### config.mk
export PLATFORM = sky130hd
export DESIGN_NAME = instr_encoder_loader
export DESIGN_NICKNAME = d
export VERILOG_FILES = /design/src/rtl/tinycpu_isa_pkg.sv /design/src/rtl/instr_field_packer.sv /design/src/rtl/instr_encoder_loader.sv
export SDC_FILE = /design/constraint.sdc
export NUM_CORES = 1
export LEC_CHECK = 0
export CORE_MARGIN = 1.5
export CORE_UTILIZATION = 40
export DETAILED_ROUTE_END_ITERATION = 10
export PLACE_DENSITY = 0.84
export SETUP_SLACK_MARGIN = 0.1
export SLEW_MARGIN = 20
export SYNTH_ARGS = -nofsm -noshare
export SYNTH_HDL_FRONTEND = slang
export SYNTH_HIERARCHICAL = 1
export SYNTH_SLANG_ARGS = --single-unit
### constraint.sdc
create_clock -name clk -period 1.6 [get_ports clk]
set_input_delay 0.24 -clock clk [delete_from_list [all_inputs] [get_ports clk]]
set_output_delay 0.24 -clock clk [all_outputs]
set_load 0.02 [all_outputs]
### src/rtl/tinycpu_isa_pkg.sv
// tinycpu_isa_pkg: TinyCPU type codes, instruction field positions and loader state
// encoding, shared with the decoder.
package tinycpu_isa_pkg;
    localparam logic [4:0] TYPE_NOOP     = 5'd0;
    localparam logic [4:0] TYPE_LOAD_IMM = 5'd1;
    localparam logic [4:0] TYPE_LOAD_MEM = 5'd2;
    localparam logic [4:0] TYPE_STORE    = 5'd3;
    localparam logic [4:0] TYPE_ALU_BASE = 5'd4;

    localparam int TYPE_MSB   = 31;
    localparam int TYPE_LSB   = 27;
    localparam int IMM_MSB    = 26;
    localparam int IMM_LSB    = 11;
    localparam int IMM_RA_MSB = 10;
    localparam int IMM_RA_LSB = 6;
    localparam int RA_MSB     = 26;
    localparam int RA_LSB     = 22;
    localparam int RB_MSB     = 21;
    localparam int RB_LSB     = 17;
    localparam int RC_MSB     = 16;
    localparam int RC_LSB     = 12;

    typedef enum logic [1:0] {
        ST_IDLE  = 2'd0,
        ST_LOAD  = 2'd1,
        ST_DRAIN = 2'd2
    } state_t;
endpackage

### src/rtl/instr_field_packer.sv
// instr_field_packer: packs one TinyCPU field tuple into its 32-bit instruction word.
module instr_field_packer
    import tinycpu_isa_pkg::*;
(
    input  logic [4:0]  i_type,
    input  logic [4:0]  i_reg_a,
    input  logic [4:0]  i_reg_b,
    input  logic [4:0]  i_reg_c,
    input  logic [15:0] i_imm,
    output logic [31:0] o_word
);
    always_comb begin
        o_word = '0;
        if (i_type == TYPE_LOAD_IMM) begin
            o_word[TYPE_MSB:TYPE_LSB]     = i_type;
            o_word[IMM_MSB:IMM_LSB]       = i_imm;
            o_word[IMM_RA_MSB:IMM_RA_LSB] = i_reg_a;
        end else if (i_type != TYPE_NOOP) begin
            o_word[TYPE_MSB:TYPE_LSB] = i_type;
            o_word[RA_MSB:RA_LSB]     = i_reg_a;
            o_word[RB_MSB:RB_LSB]     = i_reg_b;
            if (i_type >= TYPE_ALU_BASE)
                o_word[RC_MSB:RC_LSB] = i_reg_c;
        end
    end
endmodule

### src/rtl/instr_encoder_loader.sv
// instr_encoder_loader: encodes field tuples and writes them sequentially into IMEM.
// Define ENCODER_CHECKSUM_EN to add a running XOR checksum output of written words.
module instr_encoder_loader
    import tinycpu_isa_pkg::*;
#(
    parameter int ADDR_W = 8
) (
    input  logic              clk,
    input  logic              rst_n,
    input  logic              start,
    input  logic [ADDR_W-1:0] base_addr,
    input  logic              in_valid,
    output logic              in_ready,
    input  logic [4:0]        in_type,
    input  logic [4:0]        in_reg_a,
    input  logic [4:0]        in_reg_b,
    input  logic [4:0]        in_reg_c,
    input  logic [31:0]       in_imm,
    input  logic              in_last,
    output logic              mem_wr_valid,
    input  logic              mem_wr_ready,
    output logic [ADDR_W-1:0] mem_wr_addr,
    output logic [31:0]       mem_wr_data,
    output logic              busy,
    output logic              done,
    output logic [ADDR_W:0]   word_count,
    output logic              error
`ifdef ENCODER_CHECKSUM_EN
    ,
    output logic [31:0]       checksum
`endif
);
    state_t              r_state;
    logic [ADDR_W-1:0]   r_addr;
    logic                r_full;
    logic                r_wr_valid;
    logic [ADDR_W-1:0]   r_wr_addr;
    logic [31:0]         r_wr_data;
    logic [ADDR_W:0]     r_count;
    logic                r_error;
    logic [31:0]         r_cksum;
    logic [31:0]         w_word;
    logic                w_accept;
    logic                w_fire_out;

    instr_field_packer u_packer (
        .i_type  (in_type),
        .i_reg_a (in_reg_a),
        .i_reg_b (in_reg_b),
        .i_reg_c (in_reg_c),
        .i_imm   (in_imm[15:0]),
        .o_word  (w_word)
    );

    assign in_ready     = (r_state == ST_LOAD) && (!r_wr_valid || mem_wr_ready);
    assign w_accept     = in_valid && in_ready;
    assign w_fire_out   = r_wr_valid && mem_wr_ready;
    assign mem_wr_valid = r_wr_valid;
    assign mem_wr_addr  = r_wr_addr;
    assign mem_wr_data  = r_wr_data;
    assign busy         = (r_state != ST_IDLE);
    assign done         = (r_state == ST_DRAIN) && (!r_wr_valid || mem_wr_ready);
    assign word_count   = r_count;
    assign error        = r_error;
`ifdef ENCODER_CHECKSUM_EN
    assign checksum     = r_cksum;
`endif

    // Words are folded into the checksum on entry to the output register, so the
    // final write is already included in the done cycle.
    always_ff @(posedge clk or negedge rst_n) begin
        if (!rst_n) begin
            r_state    <= ST_IDLE;
            r_addr     <= '0;
            r_full     <= 1'b0;
            r_wr_valid <= 1'b0;
            r_wr_addr  <= '0;
            r_wr_data  <= '0;
            r_count    <= '0;
            r_error    <= 1'b0;
            r_cksum    <= '0;
        end else begin
            case (r_state)
                ST_IDLE: if (start) begin
                    r_state <= ST_LOAD;
                    r_addr  <= base_addr;
                    r_count <= '0;
                    r_error <= 1'b0;
                    r_full  <= 1'b0;
                    r_cksum <= '0;
                end
                ST_LOAD:  if (w_accept && in_last) r_state <= ST_DRAIN;
                ST_DRAIN: if (done) r_state <= ST_IDLE;
                default:  r_state <= ST_IDLE;
            endcase
            if (w_accept) begin
                if (r_full) begin
                    r_error <= 1'b1;
                end else begin
                    r_wr_addr <= r_addr;
                    r_wr_data <= w_word;
                    r_cksum   <= r_cksum ^ w_word;
                    r_count   <= r_count + 1'b1;
                    if (&r_addr) r_full <= 1'b1;
                    else r_addr <= r_addr + 1'b1;
                    if (in_type == TYPE_LOAD_IMM && |in_imm[31:16]) r_error <= 1'b1;
                end
            end
            r_wr_valid <= (w_accept && !r_full) ? 1'b1 : (w_fire_out ? 1'b0 : r_wr_valid);
        end
    end
endmodule

==> flow_metrics.tcl, run 1 <==
set metrics [dict create \
    grt-ovfl-total 0 \
    dieHeight_um 92.2 \
    r2r_cells 5 \
    synth_warnings 6 \
    drt_first_iter_violations 163 \
    drive_gt1_frac 0.166 \
    yosys.area.top_type "dfrtp_1" \
    synth_edf_count 0 \
    cts_root_buf "clkbuf_8" \
    grt_pass1_vias 3285 \
    grt_pass1_wl_um 15500 \
    die_w_um 92.2 \
    cts_buffer_depth 2 \
    initial_core_util 0.412 \
    clockPowerShare 0.173 \
    cts_tree "built" \
    crit_path_end_kind "flip-flop" \
    synth_seq_area_share 0.488 \
    drv_slew 0 \
    synth_top_area_frac 0.488 \
    num_vias 3228 \
    layout_min_cycle_time_ns 1.56 \
    syn2layout_area_growth_pct 55.1 \
    fin_skew_ns 0.00880 \
    cp_max_fo 4 \
    postSynthAreaPerCell_um2 8.72 \
    reg2reg_slack_ns 0.04 \
    wl_per_cell_um 15.8 \
    async_flop_share 1.00 \
    ios 120 \
    slowest_stage "dfrtp_1" \
    arrival_ns 1.83 \
    r2r_end "r_addr[3]$_DFF_PN0_" \
    combPwrFrac 0.463 \
    die_area_mm2 0.00850 \
    switchingPower_mw 2.93 \
    swShare 0.407 \
    port_buffers 119 \
    p_per_area_mw_per_mm2 1460 \
    synth_cell_types 47 \
    critPathMaxStageDelay_ns 0.40 \
    num_rows 32 \
    drc 0 \
    first_pass_iters 4 \
    grtUsageTotal 0.236 \
    status "complete, no violations" \
    fin_crit_sh 0.977 \
    cp_cell_sequence "ha_4 -> nand3_4 -> or3_4 -> a21oi_4 -> a221o_1" \
    fp.coreArea_mm2 0.00773 \
    netlist_instances 365 \
    viasPerCell 5.20 \
    ir_drop_v 0.000743 \
    power.leakage_nw 2.52 \
    dpl.hpwl_um 7080 \
    internal_power_mw 4.27 \
    dpl_cell_area_mm2 0.00464 \
    finalSetupTns_ns 0 \
    netlist_top_cells_count "nand2_1, dfrtp_1, mux2i_1, inv_1" \
    max_freq_mhz 640 \
    ys_ff_latch 62 \
    wirelength_um 9830 \
    antenna_found_initial 0 \
    syn_area_mm2 0.00318 \
    drv_cap 0 \
    sequentialPowerShare 0.363 \
    antennaDiodeCount 0 \
    synth_most_common_cell "nand2_1" \
    fillers 662 \
    antenna_left 0 \
    clock_latency_ns 0.34 \
    finalHoldViolations 0 \
    rsz0062_at_grt "yes" \
    h-tree-depth 3 \
    ys.flop_type "dfrtp_1" \
    crit_type "flip-flop to flip-flop" \
    grt_max_degree 35 \
    post-route-util 0.639 \
    startpoint "r_addr[0]$_DFF_PN0_" \
    cts.sinks 62 \
    synthTopCellsByArea "dfrtp_1, nand2_1, mux2i_1" \
    cp-start-kind "flip-flop" \
    r2r_start "r_addr[0]$_DFF_PN0_" \
    multi_input_area_mm2 0.00151 \
    seqCellArea_mm2 0.00156 \
    fin_area_mm2 0.00494 \
    path_clk_slew_ns 0.07 \
    endpoint "r_addr[3]$_DFF_PN0_" \
    crit_required_ns 1.87 \
    setup_viol_count_final 0 \
    numCtsBuffers 9 \
    hold_class "input port to asynchronous set/reset pin" \
    fin_nets 584 \
    routabilityCongestion 0.836 \
]
## critical path, delay by kind of cell (launching register included)
| kind | cells | cell delay (ns) |
|---|---|---|
| adder cells (fa/ha/maj) | 1 | 0.17 |
| flip-flops | 1 | 0.40 |
| AND/OR/NAND/NOR | 2 | 0.48 |
| AO/OA/AOI/OAI | 2 | 0.43 |
## registers in the layout, summed over array words and instances, names as in the netlist
register	cells
error	1
mem_wr_valid	1
r_full	1
word_count	9
r_addr	8
mem_wr_addr	8
r_state	2
mem_wr_data	32
## per-layer routing
metal  global-route usage  share of wire
met1                0.267           0.40
met2                0.416           0.50
met3               0.0539          0.077
met4                0.117          0.028
met5                    0              0
## power by group through the flow
stage	clock network, mW	registers [mW]	logic (mW)
floorplan	0	3.14	1.15
global placement	0	2.59	3.32
detailed placement	0	2.62	3.41
CTS	1.27	2.60	3.18
global route	1.33	2.69	3.60
finish	1.25	2.61	3.34
## metrics by stage
step                      instances  total power [mW]  hold WS, ns  setup WS, ns
after floorplan                 370              4.29      -0.0556         0.115
after global placement          594              5.90        0.111        -0.244
after detailed placement        594              6.03        0.120        -0.278
after CTS                       613              7.05        0.298       0.00579
after global routing            621              7.62        0.326       0.00152
final                           621              7.20        0.301        0.0366
## how the worst min path moves through the flow
stage | from | end | slack, ns
5_1_grt | rst_n | mem_wr_data[18]$_DFFE_PN0P_ | 0.33
6_report | rst_n | mem_wr_data[18]$_DFFE_PN0P_ | 0.30
3_3_place_gp | rst_n | mem_wr_data[18]$_DFFE_PN0P_ | 0.11
3_5_place_dp | rst_n | mem_wr_data[18]$_DFFE_PN0P_ | 0.12
2_1_floorplan | rst_n | error$_DFF_PN0_ | -0.06
4_1_cts | rst_n | mem_wr_data[18]$_DFFE_PN0P_ | 0.30
## placed cells by master, fill, tap and decap left out, types with 8 or more instances in the layout
| cell | Yosys | layout |
|---|---|---|
| nand2_1 | 148 | 148 |
| clkdlybuf4s50_1 | 0 | 64 |
| dfrtp_1 | 62 | 56 |
| dlygate4sd2_1 | 0 | 51 |
| buf_4 | 11 | 36 |
| mux2i_1 | 15 | 15 |
| inv_1 | 12 | 12 |
| clkbuf_8 | 0 | 12 |
| and3_1 | 11 | 10 |
| nand4_1 | 8 | 8 |
## area by class of cell
type	instances	area share
multi-input combinational	267	0.306
clock buffer	13	0.0342
inverter	12	0.00913
timing repair buffer	164	0.308
tap	102	0.0259
clock inverter	1	0.00101
sequential	62	0.316
## logic make-up (layout without fill, tap and decap cells)
kind of cell,Yosys count,in the layout,synth area share
compound gates,34,34,0.0826
xor+xnor,1,1,0.00275
fa+ha+maj,2,2,0.00786
buf+inv,41,190,0.0688
flops,62,62,0.488
mux,16,16,0.0507
other cells,1,6,0.00118
simple gates,208,208,0.298
## what timing repair did
item | 4_1_cts | 5_1_grt
hold buffers | 1 | 0
pin swaps | 8 | 8
endpoints found under the hold margin | 7 | 0
setup buffers | 4 | 8
setup endpoints to repair | 84 | 38
gates resized for setup | 77 | 13
Power figures use the tool's default switching activity.
==> run 2, diff against run 1 <==
--- a/config.mk
+++ b/config.mk
@@ -5,10 +5,12 @@
 export SDC_FILE = /design/constraint.sdc
 export NUM_CORES = 1
 export LEC_CHECK = 0
+export ABC_CLOCK_PERIOD_IN_PS = 1600
 export CORE_MARGIN = 1.5
-export CORE_UTILIZATION = 40
+export CORE_UTILIZATION = 41
+export CTS_BUF_LIST = sky130_fd_sc_hd__clkbuf_2
 export DETAILED_ROUTE_END_ITERATION = 10
-export PLACE_DENSITY = 0.84
+export PLACE_DENSITY = 0.85
 export SETUP_SLACK_MARGIN = 0.1
 export SLEW_MARGIN = 20
 export SYNTH_ARGS = -nofsm -noshare
==> run 2 against run 1 <==
The run now ends with setup timing left. Via count grew 6.4%. Sequential power is essentially flat. Fmax shrank 11%. Clock skew grew 0.026 ns. Core utilization grew 9.3 points. Worst hold slack gained 0.0039 ns. Register-to-register slack lost 0.19 ns. Clock-buffer cell count shrank 3. Sequential share of layout area shrank 2.7 points. Largest power group unchanged.
==> flow_metrics.tcl, run 2 (synthesis results as in run 1) <==
set metrics [dict create \
    status "finished with violations" \
    violations "setup timing" \
    final_common_cell "nand2_1" \
    post-place-cells 596 \
    ir_drop_v 0.000840 \
    cp_max_fo 4 \
    use_met2 0.414 \
    dpl.hpwl_um 6850 \
    multi_input_area_mm2 0.00173 \
    drt_first_iter_violations 173 \
    max_freq_mhz 571 \
    initial_core_util 0.432 \
    grt_pass1_vias 3229 \
    drc 0 \
    finalSetupTns_ns -0.897 \
    setup_viol_count_final 11 \
    syn2layout_area_growth_pct 69.6 \
    arrival_ns 2.12 \
    fin_skew_ns 0.0352 \
    cp-start-kind "flip-flop" \
    num_vias 3433 \
    ios 120 \
    grt_pass1_wl_um 15700 \
    antenna_left 0 \
    p_per_area_mw_per_mm2 1420 \
    total_power_mw 7.65 \
    power.leakage_nw 2.76 \
    cts_buffer_depth 2 \
    busiest_layer "met2" \
    final_cell_count_no_fill 647 \
    numCtsBuffers 9 \
    layout_min_cycle_time_ns 1.75 \
    final_cell_mix "nand2_1, clkdlybuf4s50_1, dfrtp_1" \
    grtUsageMet1 0.289 \
    wirelength_um 11200 \
    crit_type "flip-flop to flip-flop" \
    crit_path_end_kind "flip-flop" \
    fin_nets 612 \
    cts_tree "built" \
    viasPerCell 5.31 \
    fp.coreArea_mm2 0.00737 \
    drive_gt1_frac 0.330 \
    die_area_mm2 0.00830 \
    clock_latency_ns 0.48 \
    routabilityCongestion 0.925 \
    largest_reg_flops 32 \
    path_clk_slew_ns 0.18 \
    antenna_found_initial 0 \
    dieHeight_um 91.1 \
    h-tree-depth 3 \
    dpl_worst_slack_ns -0.282 \
    drv_cap 0 \
    crit_required_ns 1.97 \
    seqCellArea_mm2 0.00156 \
    num_rows 31 \
    grt-ovfl-total 0 \
    drv_slew 0 \
    grt_max_degree 35 \
    fillers 525 \
    rsz0062_at_grt "yes" \
    hold_class "input port to flip-flop" \
    cts_root_buf "clkbuf_2" \
    cts.sinks 62 \
    antennaDiodeCount 0 \
    first_pass_iters 5 \
    die_w_um 91.1 \
    port_buffers 119 \
    grt_util_met3 0.0528 \
    grtUsageTotal 0.240 \
    wl_per_cell_um 17.4 \
    fin_ws_ns -0.152 \
    fin_crit_sh 1.09 \
    finalHoldViolations 0 \
]
## run 2: cell types whose count changed in the layout (fill, tap and decap cells not counted), moves of 19 or more
cell / previous run / this run
dlygate4sd2_1: 51 / 15
nand2_1: 148 / 97
nand2_2: 0 / 32
nand2_4: 0 / 19
clkdlybuf4s15_1: 0 / 21
clkbuf_2: 0 / 21
## run 2: stage by stage
step	area [um^2]	util	hold WS, ns
floorplan	3210	-	-0.0556
global placement	4680	0.636	0.272
detailed placement	4680	0.636	0.277
CTS	4970	0.675	0.278
global route	5400	0.732	0.280
finish	5400	0.732	0.305
## run 2: layout make-up
cell class	count	area share
timing repair buffer	192	0.341
inverter	12	0.00835
tap	99	0.0230
multi-input combinational	267	0.320
clock inverter	5	0.00951
sequential	62	0.289
clock buffer	10	0.00927
## run 2: final timing paths
path | slack [ns] | from | end | cells after the start
worst max register to register | -0.15 | r_state[1]$_DFFE_PN0P_ | r_addr[3]$_DFF_PN0_ | 7
worst max-delay path | -0.15 | r_state[1]$_DFFE_PN0P_ | r_addr[3]$_DFF_PN0_ | 7
worst min-delay path | 0.30 | in_last | r_state[1]$_DFFE_PN0P_ | 3
worst min register to register | 0.50 | mem_wr_addr[6]$_DFFE_PN0P_ | mem_wr_addr[6]$_DFFE_PN0P_ | 2
min in group asynchronous | 0.32 | rst_n | mem_wr_data[24]$_DFFE_PN0P_ | 3
max in group asynchronous | 0.88 | rst_n | word_count[1]$_DFF_PN0_ | 3
## run 2: critical path, cell delays in order (launching register included)
cell     delay (ns)
dfrtp_1        0.45
buf_4          0.15
buf_6          0.11
buf_4          0.13
nor3b_2        0.25
buf_4          0.18
a21oi_4        0.04
a221o_1        0.33
## run 2: routing by layer
layer / up-vias / routed length (um) / share of wire
li1: 1568 / - / -
met1: 1650 / 4440 / 0.40
met2: 192 / 5770 / 0.51
met3: 23 / 825 / 0.073
met4: 0 / 195 / 0.017
met5: - / 0 / 0
## run 2: where the power goes
part           internal, mW  switching, mW
Sequential             2.15          0.467
Clock                 0.349          0.564
Combinational          1.88           2.23
## run 2: what timing repair did
item                                    CTS  global route
cloned                                    1             3
buffers inserted                         15            16
pin swaps                                 6            46
hold buffers                              1             0
endpoints found under the setup margin   75            85
resized for setup                       104           123
endpoints found under the hold margin    62             0
==> run 3, diff against run 2 <==
--- a/config.mk
+++ b/config.mk
@@ -7,7 +7,7 @@
 export LEC_CHECK = 0
 export ABC_CLOCK_PERIOD_IN_PS = 1600
 export CORE_MARGIN = 1.5
-export CORE_UTILIZATION = 41
+export CORE_UTILIZATION = 39
 export CTS_BUF_LIST = sky130_fd_sc_hd__clkbuf_2
 export DETAILED_ROUTE_END_ITERATION = 10
 export PLACE_DENSITY = 0.85
@@ -15,5 +15,5 @@
 export SLEW_MARGIN = 20
 export SYNTH_ARGS = -nofsm -noshare
 export SYNTH_HDL_FRONTEND = slang
-export SYNTH_HIERARCHICAL = 1
 export SYNTH_SLANG_ARGS = --single-unit
+export TNS_END_PERCENT = 50
==> run 3 against run 2 <==
The run still ends with setup timing left. Sequential share of layout area is 0.095 points higher. Global-route usage is 0.83 points lower. Largest cell class unchanged. Wire length is 16% lower. Area after synthesis fell by 14%.
==> flow_metrics.tcl, run 3 <==
set metrics [dict create \
    post-route-util 0.714 \
    routabilityCongestion 0.842 \
    synth_xor_area_frac 0.00320 \
    cts.sinks 56 \
    first_pass_iters 5 \
    antenna_found_initial 0 \
    drive_gt1_frac 0.336 \
    grt-ovfl-total 0 \
    antennaDiodeCount 0 \
    viasPerCell 5.41 \
    grt_pass1_vias 2925 \
    synth_seq_area_share 0.513 \
    yosys.area.top_type "dfrtp_1" \
    sequentialPowerShare 0.325 \
    synth_top_family_by_area "simple AND/OR/NAND/NOR gates" \
    drv_slew 0 \
    largest_reg_flops 26 \
    syn2layout_area_growth_pct 77.5 \
    combPwrFrac 0.598 \
    fin_crit_sh 1.10 \
    worst_hold_slack_ns 0.228 \
    cp-start-kind "flip-flop" \
    synth_simple_gate_area_frac 0.249 \
    final_common_cell "clkdlybuf4s50_1" \
    rsz0062_at_grt "yes" \
    reg2reg_slack_ns -0.16 \
    netlist_top_cells_count "nand2_1, dfrtp_1, o21ai_0, nand3_1, nor2_1" \
    fp.coreArea_mm2 0.00679 \
    drt_first_iter_violations 151 \
    clock_latency_ns 0.48 \
    ys_ff_latch 56 \
    p_per_area_mw_per_mm2 1500 \
    total_power_mw 7.27 \
    synth_edf_count 0 \
    die_area_mm2 0.00752 \
    fillers 509 \
    h-tree-depth 2 \
    synthAdderAreaFrac 0.00915 \
    crit_path_end_kind "flip-flop" \
    finalHoldViolations 0 \
    swShare 0.427 \
    ys.flop_type "dfrtp_1" \
    postSynthAreaPerCell_um2 8.96 \
    clockPowerShare 0.077 \
    cp_max_fo 4 \
    ir_drop_v 0.000914 \
    fin_ws_ns -0.161 \
    synth_warnings 0 \
    async_flop_share 1.00 \
    num_rows 30 \
    crit_type "flip-flop to flip-flop" \
    dieHeight_um 86.7 \
    die_w_um 86.7 \
    fin_skew_ns 0.0292 \
    fin_nets 531 \
    numCtsBuffers 5 \
    synth_top_area_frac 0.513 \
    grt_max_degree 57 \
    crit_required_ns 2.04 \
    synth_compound_area_frac 0.165 \
    setup_viol_count_final 34 \
    max_freq_mhz 568 \
    wl_per_cell_um 16.8 \
    status "finished with violations" \
    arrival_ns 2.20 \
    violations "setup timing" \
    path_clk_slew_ns 0.29 \
    initial_core_util 0.402 \
    drc 0 \
    synthMuxAreaShare 0.0110 \
    syn_area_mm2 0.00273 \
    hold_class "input port to asynchronous set/reset pin" \
    synth_most_common_cell "nand2_1" \
    final_cell_mix "clkdlybuf4s50_1, nand2_1, dfrtp_1" \
    power.leakage_nw 2.15 \
    grtUsageTotal 0.232 \
    drv_cap 0 \
    switchingPower_mw 3.11 \
    ios 120 \
    synthTopCellsByArea "dfrtp_1, nand2_1, o21ai_0" \
    port_buffers 113 \
    antenna_left 0 \
    grt_pass1_wl_um 13600 \
    cts_buffer_depth 2 \
    layout_min_cycle_time_ns 1.76 \
    cts_root_buf "clkbuf_2" \
    synth_cell_types 43 \
    netlist_instances 305 \
    num_vias 3029 \
    internal_power_mw 4.17 \
    dpl.hpwl_um 5760 \
    cts_tree "built" \
    wirelength_um 9440 \
]
-- run 3: per-layer routing --
metal,track usage,up-vias,wire length [um]
met5,0,-,0
met2,0.413,144,4890
met4,0.0953,0,282
met3,0.0476,22,614
li1,-,1394,-
met1,0.270,1469,3650
-- run 3: timing repair --
action,in CTS,in global routing
hold buffers,1,0
endpoints found under the setup margin,100,91
buffers inserted,10,7
pin swaps,37,31
gates resized for setup,120,104
gates cloned,2,4
hold endpoints to repair,56,0
-- run 3: worst max-delay path: stages (launching register included) --
cell,delay (ns)
dfrtp_1,0.48
nand2b_4,0.18
or3_4,0.44
or4_4,0.50
a21oi_2,0.13
-- run 3: cell type report --
cell class	instances	area [um^2]	area share
multi-input combinational	226	1560	0.321
timing repair buffer	172	1720	0.355
clock buffer	6	30.0	0.00619
sequential	56	1410	0.290
inverter	2	7.51	0.00155
tap	96	120	0.0248
clock inverter	2	7.51	0.00155
-- run 3: path summary, 6_finish.rpt --
check	to	start	cells after the start
worst min-delay path	word_count[6]$_DFF_PN0_	rst_n	3
worst max-delay path	word_count[5]$_DFF_PN0_	r_state[1]$_DFFE_PN0P_	4
worst min register to register	mem_wr_addr[5]$_DFFE_PN0P_	mem_wr_addr[5]$_DFFE_PN0P_	2
max in group asynchronous	mem_wr_addr[3]$_DFFE_PN0P_	rst_n	3
worst max register to register	word_count[5]$_DFF_PN0_	r_state[1]$_DFFE_PN0P_	4
min in group clk	mem_wr_data[11]$_DFFE_PN0P_	in_imm[0]	3
-- run 3: logic make-up after synthesis --
| group | count (synthesis) |
|---|---|
| DFF | 56 |
| xor gates and xnor gates | 1 |
| and+or+nand+nor | 145 |
| AOI/OAI and AO/OA | 69 |
| buffers and inverters | 28 |
| other | 1 |
| muxes | 3 |
| adders and majority gates | 2 |
-- run 3: metrics by stage --
stage	cell area, um^2	cells	setup TNS, ns	setup WS [ns]
after floorplan	2760	310	-0.161	-0.0990
after CTS	4490	549	-0.220	-0.0944
after global routing	4850	560	-2.78	-0.176
after detailed placement	4180	528	-12.65	-0.340
after global placement	4180	528	-10.61	-0.274
final	4850	560	-1.56	-0.161
-- run 3: power groups by stage --
stage | Clock, mW | Sequential (mW) | Combinational [mW]
3_3_place_gp | 0 | 2.29 | 3.28
2_1_floorplan | 0 | 2.76 | 1.20
4_1_cts | 0.548 | 2.26 | 3.65
5_1_grt | 0.623 | 2.42 | 4.61
3_5_place_dp | 0 | 2.30 | 3.37
6_report | 0.560 | 2.36 | 4.35
